$ cat src/rtl/axil_master.sv
// axil_master
// AXI4-Lite initiator. Takes single-word read/write commands from a local
// command port, runs one AXI-Lite transaction at a time, and returns the
// read data and response on a response port. A per-phase watchdog aborts
// any transaction whose responder stops answering.
//
// Ports:
//   aclk, aresetn              clock (rising edge), async active-low reset
//   cmd_valid/cmd_ready        command handshake; cmd_ready is high only in IDLE
//   cmd_we, cmd_addr, cmd_wdata  command: 1 = write, address, write data
//   rsp_valid/rsp_ready        response handshake
//   rsp_we, rsp_rdata          echoed direction, read data (0 for writes)
//   rsp_resp, rsp_timeout      bus response (2'b10 on abort), abort flag
//   aw*/w*/b*/ar*/r*           manager side of the AXI-Lite channels
module axil_master #(
  parameter int AXI_ADDR_WIDTH = 32,
  parameter int AXI_DATA_WIDTH = 32,
  parameter int TIMEOUT_CYCLES = 1024,
  parameter int CNT_WIDTH      = 16
) (
  input  logic                      aclk,
  input  logic                      aresetn,
  input  logic                      cmd_valid,
  output logic                      cmd_ready,
  input  logic                      cmd_we,
  input  logic [AXI_ADDR_WIDTH-1:0] cmd_addr,
  input  logic [AXI_DATA_WIDTH-1:0] cmd_wdata,
  output logic                      rsp_valid,
  input  logic                      rsp_ready,
  output logic                      rsp_we,
  output logic [AXI_DATA_WIDTH-1:0] rsp_rdata,
  output logic [1:0]                rsp_resp,
  output logic                      rsp_timeout,
  output logic [AXI_ADDR_WIDTH-1:0] awaddr,
  output logic                      awvalid,
  input  logic                      awready,
  output logic [AXI_DATA_WIDTH-1:0] wdata,
  output logic                      wvalid,
  input  logic                      wready,
  input  logic [1:0]                bresp,
  input  logic                      bvalid,
  output logic                      bready,
  output logic [AXI_ADDR_WIDTH-1:0] araddr,
  output logic                      arvalid,
  input  logic                      arready,
  input  logic [AXI_DATA_WIDTH-1:0] rdata,
  input  logic [1:0]                rresp,
  input  logic                      rvalid,
  output logic                      rready
);

  typedef enum logic [2:0] {IDLE, WR_REQ, WR_RESP, RD_REQ, RD_DATA, RSP} state_t;

  // The abort fires on the edge where the count would reach TIMEOUT_CYCLES,
  // so a stuck valid is held for exactly TIMEOUT_CYCLES cycles.
  localparam bit                   TO_EN   = (TIMEOUT_CYCLES > 0);
  localparam logic [CNT_WIDTH-1:0] TO_LAST = CNT_WIDTH'((TIMEOUT_CYCLES > 0) ? TIMEOUT_CYCLES - 1 : 0);

  state_t               state, state_nxt;
  logic [CNT_WIDTH-1:0] cnt;
  logic                 accept, in_wait, timeout_hit, abort;

  logic                      cmd_ready_d, rsp_valid_d, rsp_we_d, rsp_timeout_d;
  logic [AXI_DATA_WIDTH-1:0] rsp_rdata_d, wdata_d;
  logic [1:0]                rsp_resp_d;
  logic [AXI_ADDR_WIDTH-1:0] awaddr_d, araddr_d;
  logic                      awvalid_d, wvalid_d, arvalid_d, bready_d, rready_d;

  assign accept      = (state == IDLE) && cmd_valid && cmd_ready;
  assign in_wait     = (state == WR_REQ) || (state == WR_RESP) ||
                       (state == RD_REQ) || (state == RD_DATA);
  assign timeout_hit = TO_EN && in_wait && (cnt == TO_LAST);

  // State register plus every registered output; the counter restarts on
  // any state change and only runs while waiting on the bus.
  always_ff @(posedge aclk or negedge aresetn) begin
    if (!aresetn) begin
      state       <= IDLE;
      cnt         <= '0;
      cmd_ready   <= 1'b0;
      rsp_valid   <= 1'b0;
      rsp_we      <= 1'b0;
      rsp_rdata   <= '0;
      rsp_resp    <= 2'b00;
      rsp_timeout <= 1'b0;
      awaddr      <= '0;
      awvalid     <= 1'b0;
      wdata       <= '0;
      wvalid      <= 1'b0;
      bready      <= 1'b0;
      araddr      <= '0;
      arvalid     <= 1'b0;
      rready      <= 1'b0;
    end else begin
      state       <= state_nxt;
      cnt         <= (state_nxt != state) ? '0 : (in_wait ? cnt + CNT_WIDTH'(1) : cnt);
      cmd_ready   <= cmd_ready_d;
      rsp_valid   <= rsp_valid_d;
      rsp_we      <= rsp_we_d;
      rsp_rdata   <= rsp_rdata_d;
      rsp_resp    <= rsp_resp_d;
      rsp_timeout <= rsp_timeout_d;
      awaddr      <= awaddr_d;
      awvalid     <= awvalid_d;
      wdata       <= wdata_d;
      wvalid      <= wvalid_d;
      bready      <= bready_d;
      araddr      <= araddr_d;
      arvalid     <= arvalid_d;
      rready      <= rready_d;
    end
  end

  // Next-state logic. A handshake landing on the timeout edge still
  // completes normally; abort only when the phase is genuinely stuck.
  always_comb begin
    state_nxt = state;
    abort     = 1'b0;
    case (state)
      IDLE:    if (accept) state_nxt = cmd_we ? WR_REQ : RD_REQ;
      WR_REQ: begin
        // AW and W finish independently; a channel is done once its valid is low
        // or its handshake is happening this cycle.
        if ((!awvalid || awready) && (!wvalid || wready)) state_nxt = WR_RESP;
        else if (timeout_hit) begin state_nxt = RSP; abort = 1'b1; end
      end
      WR_RESP: begin
        if (bvalid && bready)  state_nxt = RSP;
        else if (timeout_hit) begin state_nxt = RSP; abort = 1'b1; end
      end
      RD_REQ: begin
        if (arvalid && arready) state_nxt = RD_DATA;
        else if (timeout_hit) begin state_nxt = RSP; abort = 1'b1; end
      end
      RD_DATA: begin
        if (rvalid && rready)  state_nxt = RSP;
        else if (timeout_hit) begin state_nxt = RSP; abort = 1'b1; end
      end
      RSP:     if (rsp_valid && rsp_ready) state_nxt = IDLE;
      default: state_nxt = IDLE;
    endcase
  end

  // Next values for the output registers. Ready/valid levels that belong to
  // a state are decoded from the next state so they switch on the same edge.
  always_comb begin
    cmd_ready_d   = (state_nxt == IDLE);
    rsp_valid_d   = (state_nxt == RSP);
    bready_d      = (state_nxt == WR_RESP);
    rready_d      = (state_nxt == RD_DATA);
    awvalid_d     = 1'b0;
    wvalid_d      = 1'b0;
    arvalid_d     = 1'b0;
    awaddr_d      = awaddr;
    araddr_d      = araddr;
    wdata_d       = wdata;
    rsp_we_d      = rsp_we;
    rsp_rdata_d   = rsp_rdata;
    rsp_resp_d    = rsp_resp;
    rsp_timeout_d = rsp_timeout;
    case (state)
      IDLE: if (accept) begin
        awvalid_d     = cmd_we;
        wvalid_d      = cmd_we;
        arvalid_d     = !cmd_we;
        if (cmd_we) begin
          awaddr_d = cmd_addr;
          wdata_d  = cmd_wdata;
        end else begin
          araddr_d = cmd_addr;
        end
        rsp_we_d      = cmd_we;
        rsp_rdata_d   = '0;
        rsp_resp_d    = 2'b00;
        rsp_timeout_d = 1'b0;
      end
      WR_REQ: begin
        awvalid_d = (state_nxt == WR_REQ) && awvalid && !awready;
        wvalid_d  = (state_nxt == WR_REQ) && wvalid && !wready;
      end
      WR_RESP: if (state_nxt == RSP && !abort) begin
        rsp_resp_d  = bresp;
        rsp_rdata_d = '0;
      end
      RD_REQ: arvalid_d = (state_nxt == RD_REQ) && arvalid && !arready;
      RD_DATA: if (state_nxt == RSP && !abort) begin
        rsp_resp_d  = rresp;
        rsp_rdata_d = rdata;
      end
      default: ;
    endcase
    if (abort) begin
      rsp_timeout_d = 1'b1;
      rsp_resp_d    = 2'b10;
      rsp_rdata_d   = '0;
    end
  end

endmodule
$ cat config.mk
export PLATFORM = sky130hd
export DESIGN_NAME = axil_master
export DESIGN_NICKNAME = d
export VERILOG_FILES = /design/src/rtl/axil_master.sv
export SDC_FILE = /design/constraint.sdc
export NUM_CORES = 1
export LEC_CHECK = 0
export ABC_AREA = 0
export CAP_MARGIN = 25
export CELL_PAD_IN_SITES_DETAIL_PLACEMENT = 1
export CELL_PAD_IN_SITES_GLOBAL_PLACEMENT = 1
export CORE_MARGIN = 10
export CORE_UTILIZATION = 38
export DETAILED_ROUTE_END_ITERATION = 6
export PLACE_DENSITY = 0.92
export SYNTH_ARGS = -nofsm -noshare
export SYNTH_HDL_FRONTEND = slang
export SYNTH_SLANG_ARGS = --single-unit
$ cat constraint.sdc
create_clock -name aclk -period 3.45 [get_ports aclk]
set_clock_uncertainty 0.15 [all_clocks]
set_input_delay 0.345 -clock aclk [delete_from_list [all_inputs] [get_ports aclk]]
set_output_delay 0.345 -clock aclk [all_outputs]
set_load 0.03 [all_outputs]
# ---- After elaboration in Yosys (flattened, before gate mapping)
# Index checks and enable logic that the tools add are counted.
dict set report totals {
  word_cells 106
  reg_bits 158
  inputBits 110
}
dict set report classes {
  n_addsub 1
  eq_ne 15
  n_reduce_logical 38
  bitwise_logic 1
  muxes 35
}
# cell count
set ops {}
lappend ops {{2-to-1 mux 32 bit} 4}
lappend ops {{one-hot mux 32 bit (3 select lines)} 1}
lappend ops {{2-to-1 mux 16 bit} 2}
lappend ops {{2-to-1 mux 3 bit} 7}
lappend ops {{one-hot mux 3 bit (6 select lines)} 1}
lappend ops {{adder 16 x 1 -> 16 bit, second input constant} 1}
lappend ops {{equality test 16 x 10 -> 1 bit, second input constant} 1}
lappend ops {{logical AND 1 bit} 15}
lappend ops {{equality test 3 x 2 -> 1 bit, second input constant} 4}
lappend ops {{equality test 3 bit, second input constant} 4}
lappend ops {{2-to-1 mux 1 bit} 10}
lappend ops {{2-to-1 mux 2 bit} 5}
lappend ops {{zero test 1 bit} 7}
lappend ops {{equality test 3 x 1 -> 1 bit, second input constant} 2}
lappend ops {{zero test 3 bit} 2}
lappend ops {{!= test 3 x 2 -> 1 bit, second input constant} 2}
lappend ops {{one-hot mux 1 bit (2 select lines)} 3}
lappend ops {{one-hot mux 2 bit (3 select lines)} 1}
lappend ops {{AND reduction 3 bit} 2}
lappend ops {{nonzero test 2 bit} 3}
lappend ops {{logical OR 1 bit} 5}
lappend ops {{one-hot mux 1 bit (4 select lines)} 1}
lappend ops {{AND reduction 2 bit} 2}
lappend ops {{AND reduction 4 bit} 1}
lappend ops {{4 further kinds} 4}

# ---- Longest topological paths before layout
# Gate-level depths: netlist of the first run.
dict set report depth {
  word_depth 13
  ltp_mapped 8
  mapped_depth_nobuf 6
}

# ---- Least setup slack after synthesis of the first run
# Ideal clock, no wire load.
dict set report synth_path {
  kind {flip-flop to flip-flop}
  start {register state[2]}
  end {register cnt[10]}
  path_slack_ns 1.240
  setup_ns 0.096
  stages_incl_launch_ff 8
  arrival_time_ns 1.964
  cell_sequence {dfrtp_1 > buf_2 > nor2b_1 > a32o_2 > a2111oi_4 > a21boi_2 > buf_4 > nor4_2}
}
dict set report synth_via {
  elab_chain_cells 10
  word_cells_on_any_way 23
  cone_classes {eq/ne (6); mux (9); reduce/logical (8)}
}
# element line
set synth_lines {}
lappend synth_lines {{start, declared} 59} ;# state_t state, state_nxt;
lappend synth_lines {{start signal, assigned} 95} ;# state <= state_nxt;
lappend synth_lines {{equality test 3 x 1 -> 1 bit / equality test 3 x 2 -> 1 bit (equally long branches)} {70, 119}}
lappend synth_lines {{logical OR 1 bit (2 in series)} 70} ;# assign in_wait = (state == WR_REQ) || (state == WR_RESP) ||
lappend synth_lines {{logical OR 1 bit} 71} ;# (state == RD_REQ) || (state == RD_DATA);
lappend synth_lines {{logical AND 1 bit} 72} ;# assign timeout_hit = TO_EN && in_wait && (cnt == TO_LAST);
lappend synth_lines {{2-to-1 mux 3 bit} n/a}
lappend synth_lines {{2-to-1 mux 3 bit (on tied branches)} n/a}
lappend synth_lines {{one-hot mux 3 bit (6 select lines)} 119} ;# case (state)
lappend synth_lines {{!= test 3 bit} 96} ;# cnt <= (state_nxt != state) ? '0 : (in_wait ? cnt + CNT_WIDTH'(1) : cnt);
lappend synth_lines {{2-to-1 mux 16 bit / nonzero test 2 bit (equally long branches)} n/a}
lappend synth_lines {{end signal, assigned} 96}
lappend synth_lines {{end, declared} 60} ;# logic [CNT_WIDTH-1:0] cnt;
# Several ways; a longest one is shown, not always the timed one.
# A chain may end at the register's enable or synchronous reset.

# ---- Final worst setup path of the first run
dict set report layout_path {
  start {register state[0]}
  end {register cnt[1]}
}
# Same word-level chain as after synthesis.

==> reports/qor.yml, run 1 <==
status: "complete, no violations"
ant_nets: 0
seq_area_frac_synth: 0.5814
wl_per_cell_um: 24.02
cts_max_path_buffers: 2
grt_pass1_wl_mm: 37.54
final_area_um2: 10170
netlist_area_um2: 6800
setup_viol: 0
min_path_type: "reg -> reg"
vias: 5244
cts_buffers: 17
grt_pass1_vias: 6183
seqPwrFrac: 0.470
synth-seq-cells: 158
diodes: 0
grtUsageTotal: 0.2019
drt_iter0_markers: 176
worstPathMaxFanout: 16
combPwrFrac: 0.046
area_growth_pct: 49.57
syn_avg_cell_area_um2: 13.20
power_switching_w: 0.0008323
p_leak_nw: 4.434
rows: 48
arrival_ns: 3.14
start_util: 0.3904
reg2reg_depth: 5
fillers: 1711
yosysWarnings: 0
die_h_um: 153.8
fmax_mhz: 329.0
die-area_um2: 23650
maxSlewHeadroom: 0.3536
power.density_nw_per_um2: 387.7
p_clk_frac: 0.484
whs_path_depth: 2
place_inst: 969
synth_fp_nets: 626
grt_overflow: 0
fin_crit_sh: 0.8810
worst_pin_slew_ns: 0.9640
synth_flop_cell: "dfrtp_1"
tns_ns: 0
ys_types: 52
cts_hold_buf: 1
rsz0062_at_grt: "no"
io_pins: 249
synthArstFlopShare: 1.000
port_buffers: 248
num-nets-final: 875
antenna_found_initial: 0
whs_ns: 0.3368
drc: 0
cts.sinks: 158
viasPerCell: 5.234
cp-end-kind: "flip-flop"
dpl.hpwl_mm: 18.31
cts_max_level: 4
path_class: "reg -> reg"
report.final.slew_viol_count: 0
synth_edf_count: 0
hold_viol: 0
cp.required_ns: 3.55
core_um2: 17420
dr.pass1.iters: 4
grt_max_degree: 85
post_cts_buffers: 0
cts_tree: "done"
drive_gt1_frac: 0.2124
ir_drop_mv: 0.3393
die_x_um: 153.8
fin_cells: 1002
period_needed_ns: 3.039
synthCells: 515
place.gp.congestion: 0.8118
clk_pin_slew_worst_paths_ns: 0.06
ctsResizeCount: 0
sw_frac_of_total: 0.2111
drt-total-wl_mm: 24.07
clock_latency_ns: 0.42
start_kind: "flip-flop"
clock_tree.root_cell: "clkbuf_16"
p_int_w: 0.003111
place_area_um2: 9565
cap_violations: 0
## per-stage QoR
stage | worst slack, ns | power, W | utilization
finish | 0.4107 | 0.003943 | 0.5840
CTS | 0.4634 | 0.003977 | 0.5840
detailed placement | 0.4961 | 0.002070 | 0.5492
global route | 0.2627 | 0.004079 | 0.5840
floorplan | 1.240 | 0.001891 | -
global placement | 0.7268 | 0.002060 | 0.5492
## layout make-up
class	count	area, um^2	share of cell area
multi-input combinational	324	2724	0.2678
clock inverter	9	107.6	0.01058
sequential	158	3954	0.3887
inverter	2	7.507	0.0007381
clock buffer	23	488.0	0.04798
tap	225	281.5	0.02768
timing repair buffer	261	2609	0.2565
## logic make-up after synthesis
kind of cell    Yosys count  synth area share
compound gates           25           0.03625
buf+inv                  33           0.02558
flops                   158            0.5814
xor+xnor                 15           0.01932
fa+ha+maj                 1          0.001840
mux                     129            0.2075
simple gates            154            0.1281
## power by group through the flow
| stage | Clock, W | Combinational, W | Sequential (W) |
|---|---|---|---|
| 2_1_floorplan | 0 | 0.00000311 | 0.00189 |
| 3_3_place_gp | 0 | 0.000173 | 0.00189 |
| 4_1_cts | 0.00194 | 0.000185 | 0.00185 |
| 5_1_grt | 0.00203 | 0.000197 | 0.00185 |
| 3_5_place_dp | 0 | 0.000183 | 0.00189 |
| 6_report | 0.00191 | 0.000181 | 0.00185 |
## layer usage
layer | global-route usage | share of wire
met5 | 0 | 0
met4 | 0.06118 | 0.018
met3 | 0.07531 | 0.078
met2 | 0.3757 | 0.55
met1 | 0.2038 | 0.36
## cell usage in the layout, fill, tap and decap left out, types with 3 or more instances in the layout
cell type / count
nand2_1: 46
clkinv_2: 3
and2_1: 5
buf_4: 10
clkbuf_16: 17
nor2b_1: 3
xor2_1: 7
dfrtp_1: 158
nor3_1: 10
nand3_1: 40
xnor2_1: 8
mux2i_1: 33
or4_1: 3
clkdlybuf4s50_1: 247
mux2_2: 96
nor2_1: 6
nor4_1: 9
nor4_2: 9
clkbuf_8: 4
nand4_1: 4
## critical path: stages, from the launching register on
cell	delay, ns
dfrtp_1	0.66
or3b_1	0.48
a21oi_2	0.40
nand3_1	0.25
a21oi_2	0.77
nor4_1	0.15
## worst paths after layout
kind	start	to	slack (ns)
max	state[0]	cnt[1]	0.41
min	rsp_we	rsp_we	0.34
max reg2reg	state[0]	cnt[1]	0.41
min reg2reg	rsp_we	rsp_we	0.34
max in group asynchronous	aresetn	rsp_rdata[8]	1.88
min in group asynchronous	aresetn	rsp_rdata[26]	0.38
## synthesized netlist by cell type, types with 2 or more instances
master,number,area [um^2]
nor2b_1,3,18.77
a21oi_2,2,17.52
and3_1,2,12.51
clkbuf_1,12,45.04
nand4_1,4,25.02
or4_1,3,22.52
nand2b_1,2,12.51
a2111oi_4,2,55.05
a21oi_1,2,10.01
nor3_1,10,50.05
mux2_2,96,1081
inv_1,2,7.510
buf_4,8,60.06
xnor2_1,8,70.07
nand2_1,47,176.4
nor2_1,6,22.52
nand3_1,40,200.2
nor4_2,9,112.6
nor4_1,9,56.30
or3_1,2,12.51
and2_1,5,31.28
and3b_1,3,26.28
o211ai_1,2,15.01
dfrtp_1,158,3954
xor2_1,7,61.31
a22oi_1,2,15.01
buf_2,10,50.05
mux2i_1,33,330.3
o41ai_1,2,17.52
a21boi_2,2,22.52
## sequential cells by signal, summed over array words and instances (netlist names)
| signal | count |
|---|---|
| araddr | 32 |
| awaddr | 32 |
| rsp_rdata | 32 |
| wdata | 32 |
| cnt | 16 |
| state | 3 |
| rsp_resp | 2 |
| arvalid | 1 |
| awvalid | 1 |
| bready | 1 |
| cmd_ready | 1 |
| rready | 1 |
| rsp_timeout | 1 |
| rsp_valid | 1 |
| rsp_we | 1 |
| wvalid | 1 |
No activity file was read; power rests on OpenSTA's default activity.
==> run 2: changes to the inputs <==
--- a/config.mk
+++ b/config.mk
@@ -10,9 +10,11 @@
 export CELL_PAD_IN_SITES_DETAIL_PLACEMENT = 1
 export CELL_PAD_IN_SITES_GLOBAL_PLACEMENT = 1
 export CORE_MARGIN = 10
-export CORE_UTILIZATION = 38
+export CORE_UTILIZATION = 39
+export CTS_BUF_LIST = sky130_fd_sc_hd__clkbuf_8
 export DETAILED_ROUTE_END_ITERATION = 6
-export PLACE_DENSITY = 0.92
+export PLACE_DENSITY = 0.94
 export SYNTH_ARGS = -nofsm -noshare
 export SYNTH_HDL_FRONTEND = slang
 export SYNTH_SLANG_ARGS = --single-unit
+export TNS_END_PERCENT = 5
==> reports/qor.yml, run 2 (synthesized netlist as in run 1, its figures left out) <==
core_um2: 17180
power.density_nw_per_um2: 329.8
rows: 48
setup_slack_ns: 0.4058
die_x_um: 152.0
fillers: 1727
drive_gt1_frac: 0.2126
layout_common_cells: "clkdlybuf4s50_1 (247), dfrtp_1 (158), mux2_2 (96)"
cts_buffers: 17
antenna_found_initial: 0
drc: 0
cts_max_level: 4
viasPerCell: 5.203
clock_tree.root_cell: "clkbuf_8"
diodes: 0
cts.sinks: 158
post_cts_buffers: 0
grtUsageTotal: 0.1982
reg2reg_depth: 5
period_needed_ns: 3.044
cts_tree: "done"
min_path_type: "in -> async"
die_h_um: 152.0
layout_commonest_cell: "clkdlybuf4s50_1"
grt_overflow: 0
port_buffers: 248
ant_nets: 0
ir_drop_mv: 0.2543
path_class: "reg -> reg"
cts_max_path_buffers: 2
cp-end-kind: "flip-flop"
dr.pass1.iters: 4
drt_iter0_markers: 237
grt_pass1_vias: 6116
rsz0062_at_grt: "no"
report.final.slew_viol_count: 0
fin_crit_sh: 0.8824
cap_violations: 0
fmax_mhz: 328.5
clock_latency_ns: 0.45
hold_viol: 0
die-area_um2: 23120
grt_pass1_wl_mm: 36.54
drt-total-wl_mm: 22.86
area_growth_pct: 46.22
tns_ns: 0
status: "complete, no violations"
arrival_ns: 3.18
dpl.hpwl_mm: 17.35
worst_pin_slew_ns: 1.028
grt_max_degree: 70
wl_per_cell_um: 22.83
place.gp.congestion: 0.8208
setup_viol: 0
vias: 5208
clk_pin_slew_worst_paths_ns: 0.08
worstPathMaxFanout: 16
io_pins: 249
start_kind: "flip-flop"
num-nets-final: 876
maxSlewHeadroom: 0.3143
pre_cts_slack_ns: 0.4691
p_leak_nw: 4.335
cp.required_ns: 3.58
start_util: 0.3959
## run 2: cell types whose count changed in the layout (fill, tap and decap cells not counted), sizes merged
cell and change:
buf +1, clkinv +4, clkbuf -5, bufinv -1
## run 2: where the power goes
group          internal (W)  switching (W)  total [W]
Sequential          0.00185              0    0.00185
Clock              0.000574       0.000677    0.00125
Combinational      0.000114      0.0000648   0.000179
## run 2: critical path, cell delays in order, from the launching register on
cell and delay, ns:
dfrtp_1 0.68, or3b_1 0.48, a21oi_2 0.35, nand3_1 0.23, a21oi_2 0.82, nor4_1 0.14
## run 2: cell type report
| class | instances | area, um^2 | area share |
|---|---|---|---|
| inverter | 2 | 7.507 | 0.0007550 |
| clock inverter | 12 | 100.1 | 0.01007 |
| clock buffer | 18 | 247.7 | 0.02492 |
| multi-input combinational | 324 | 2724 | 0.2739 |
| tap | 225 | 281.5 | 0.02831 |
| sequential | 158 | 3954 | 0.3976 |
| timing repair buffer | 262 | 2629 | 0.2644 |
## run 2: path summary, 6_finish.rpt
kind / from / end / slack [ns]
max: state[0] / cnt[14] / 0.41
min: aresetn / rsp_valid / 0.28
max reg2reg: state[0] / cnt[14] / 0.41
min reg2reg: rsp_we / rsp_we / 0.34
max in group asynchronous: aresetn / cnt[3] / 1.99
min in group aclk: rdata[8] / rsp_rdata[8] / 0.31
## run 2: repair_timing
item | 4_1_cts | 5_1_grt
hold endpoints to repair | 57 | 0
hold buffers | 1 | 0
gates resized for setup | 0 | 0
setup endpoints to repair | 0 | 0
## run 2: metal layers
metal,vias up,wire length (um),GRT usage
li1,2343,-,-
met1,2668,8505,0.2040
met2,172,11950,0.3522
met3,25,2058,0.09258
met4,0,340,0.05594
met5,-,0,0
## run 2: through the flow
stage / utilization / instance area, um^2 / instances / hold WS [ns] / total power [W]
after global routing: 0.5789 / 9943 / 1001 / 0.2709 / 0.003431
after detailed placement: 0.5581 / 9585 / 970 / 0.1943 / 0.002067
after floorplan: - / 6800 / 515 / -0.1006 / 0.001891
after CTS: 0.5789 / 9943 / 1001 / 0.2730 / 0.003328
final: 0.5789 / 9943 / 1001 / 0.2817 / 0.003280
after global placement: 0.5569 / 9565 / 969 / 0.1833 / 0.002058
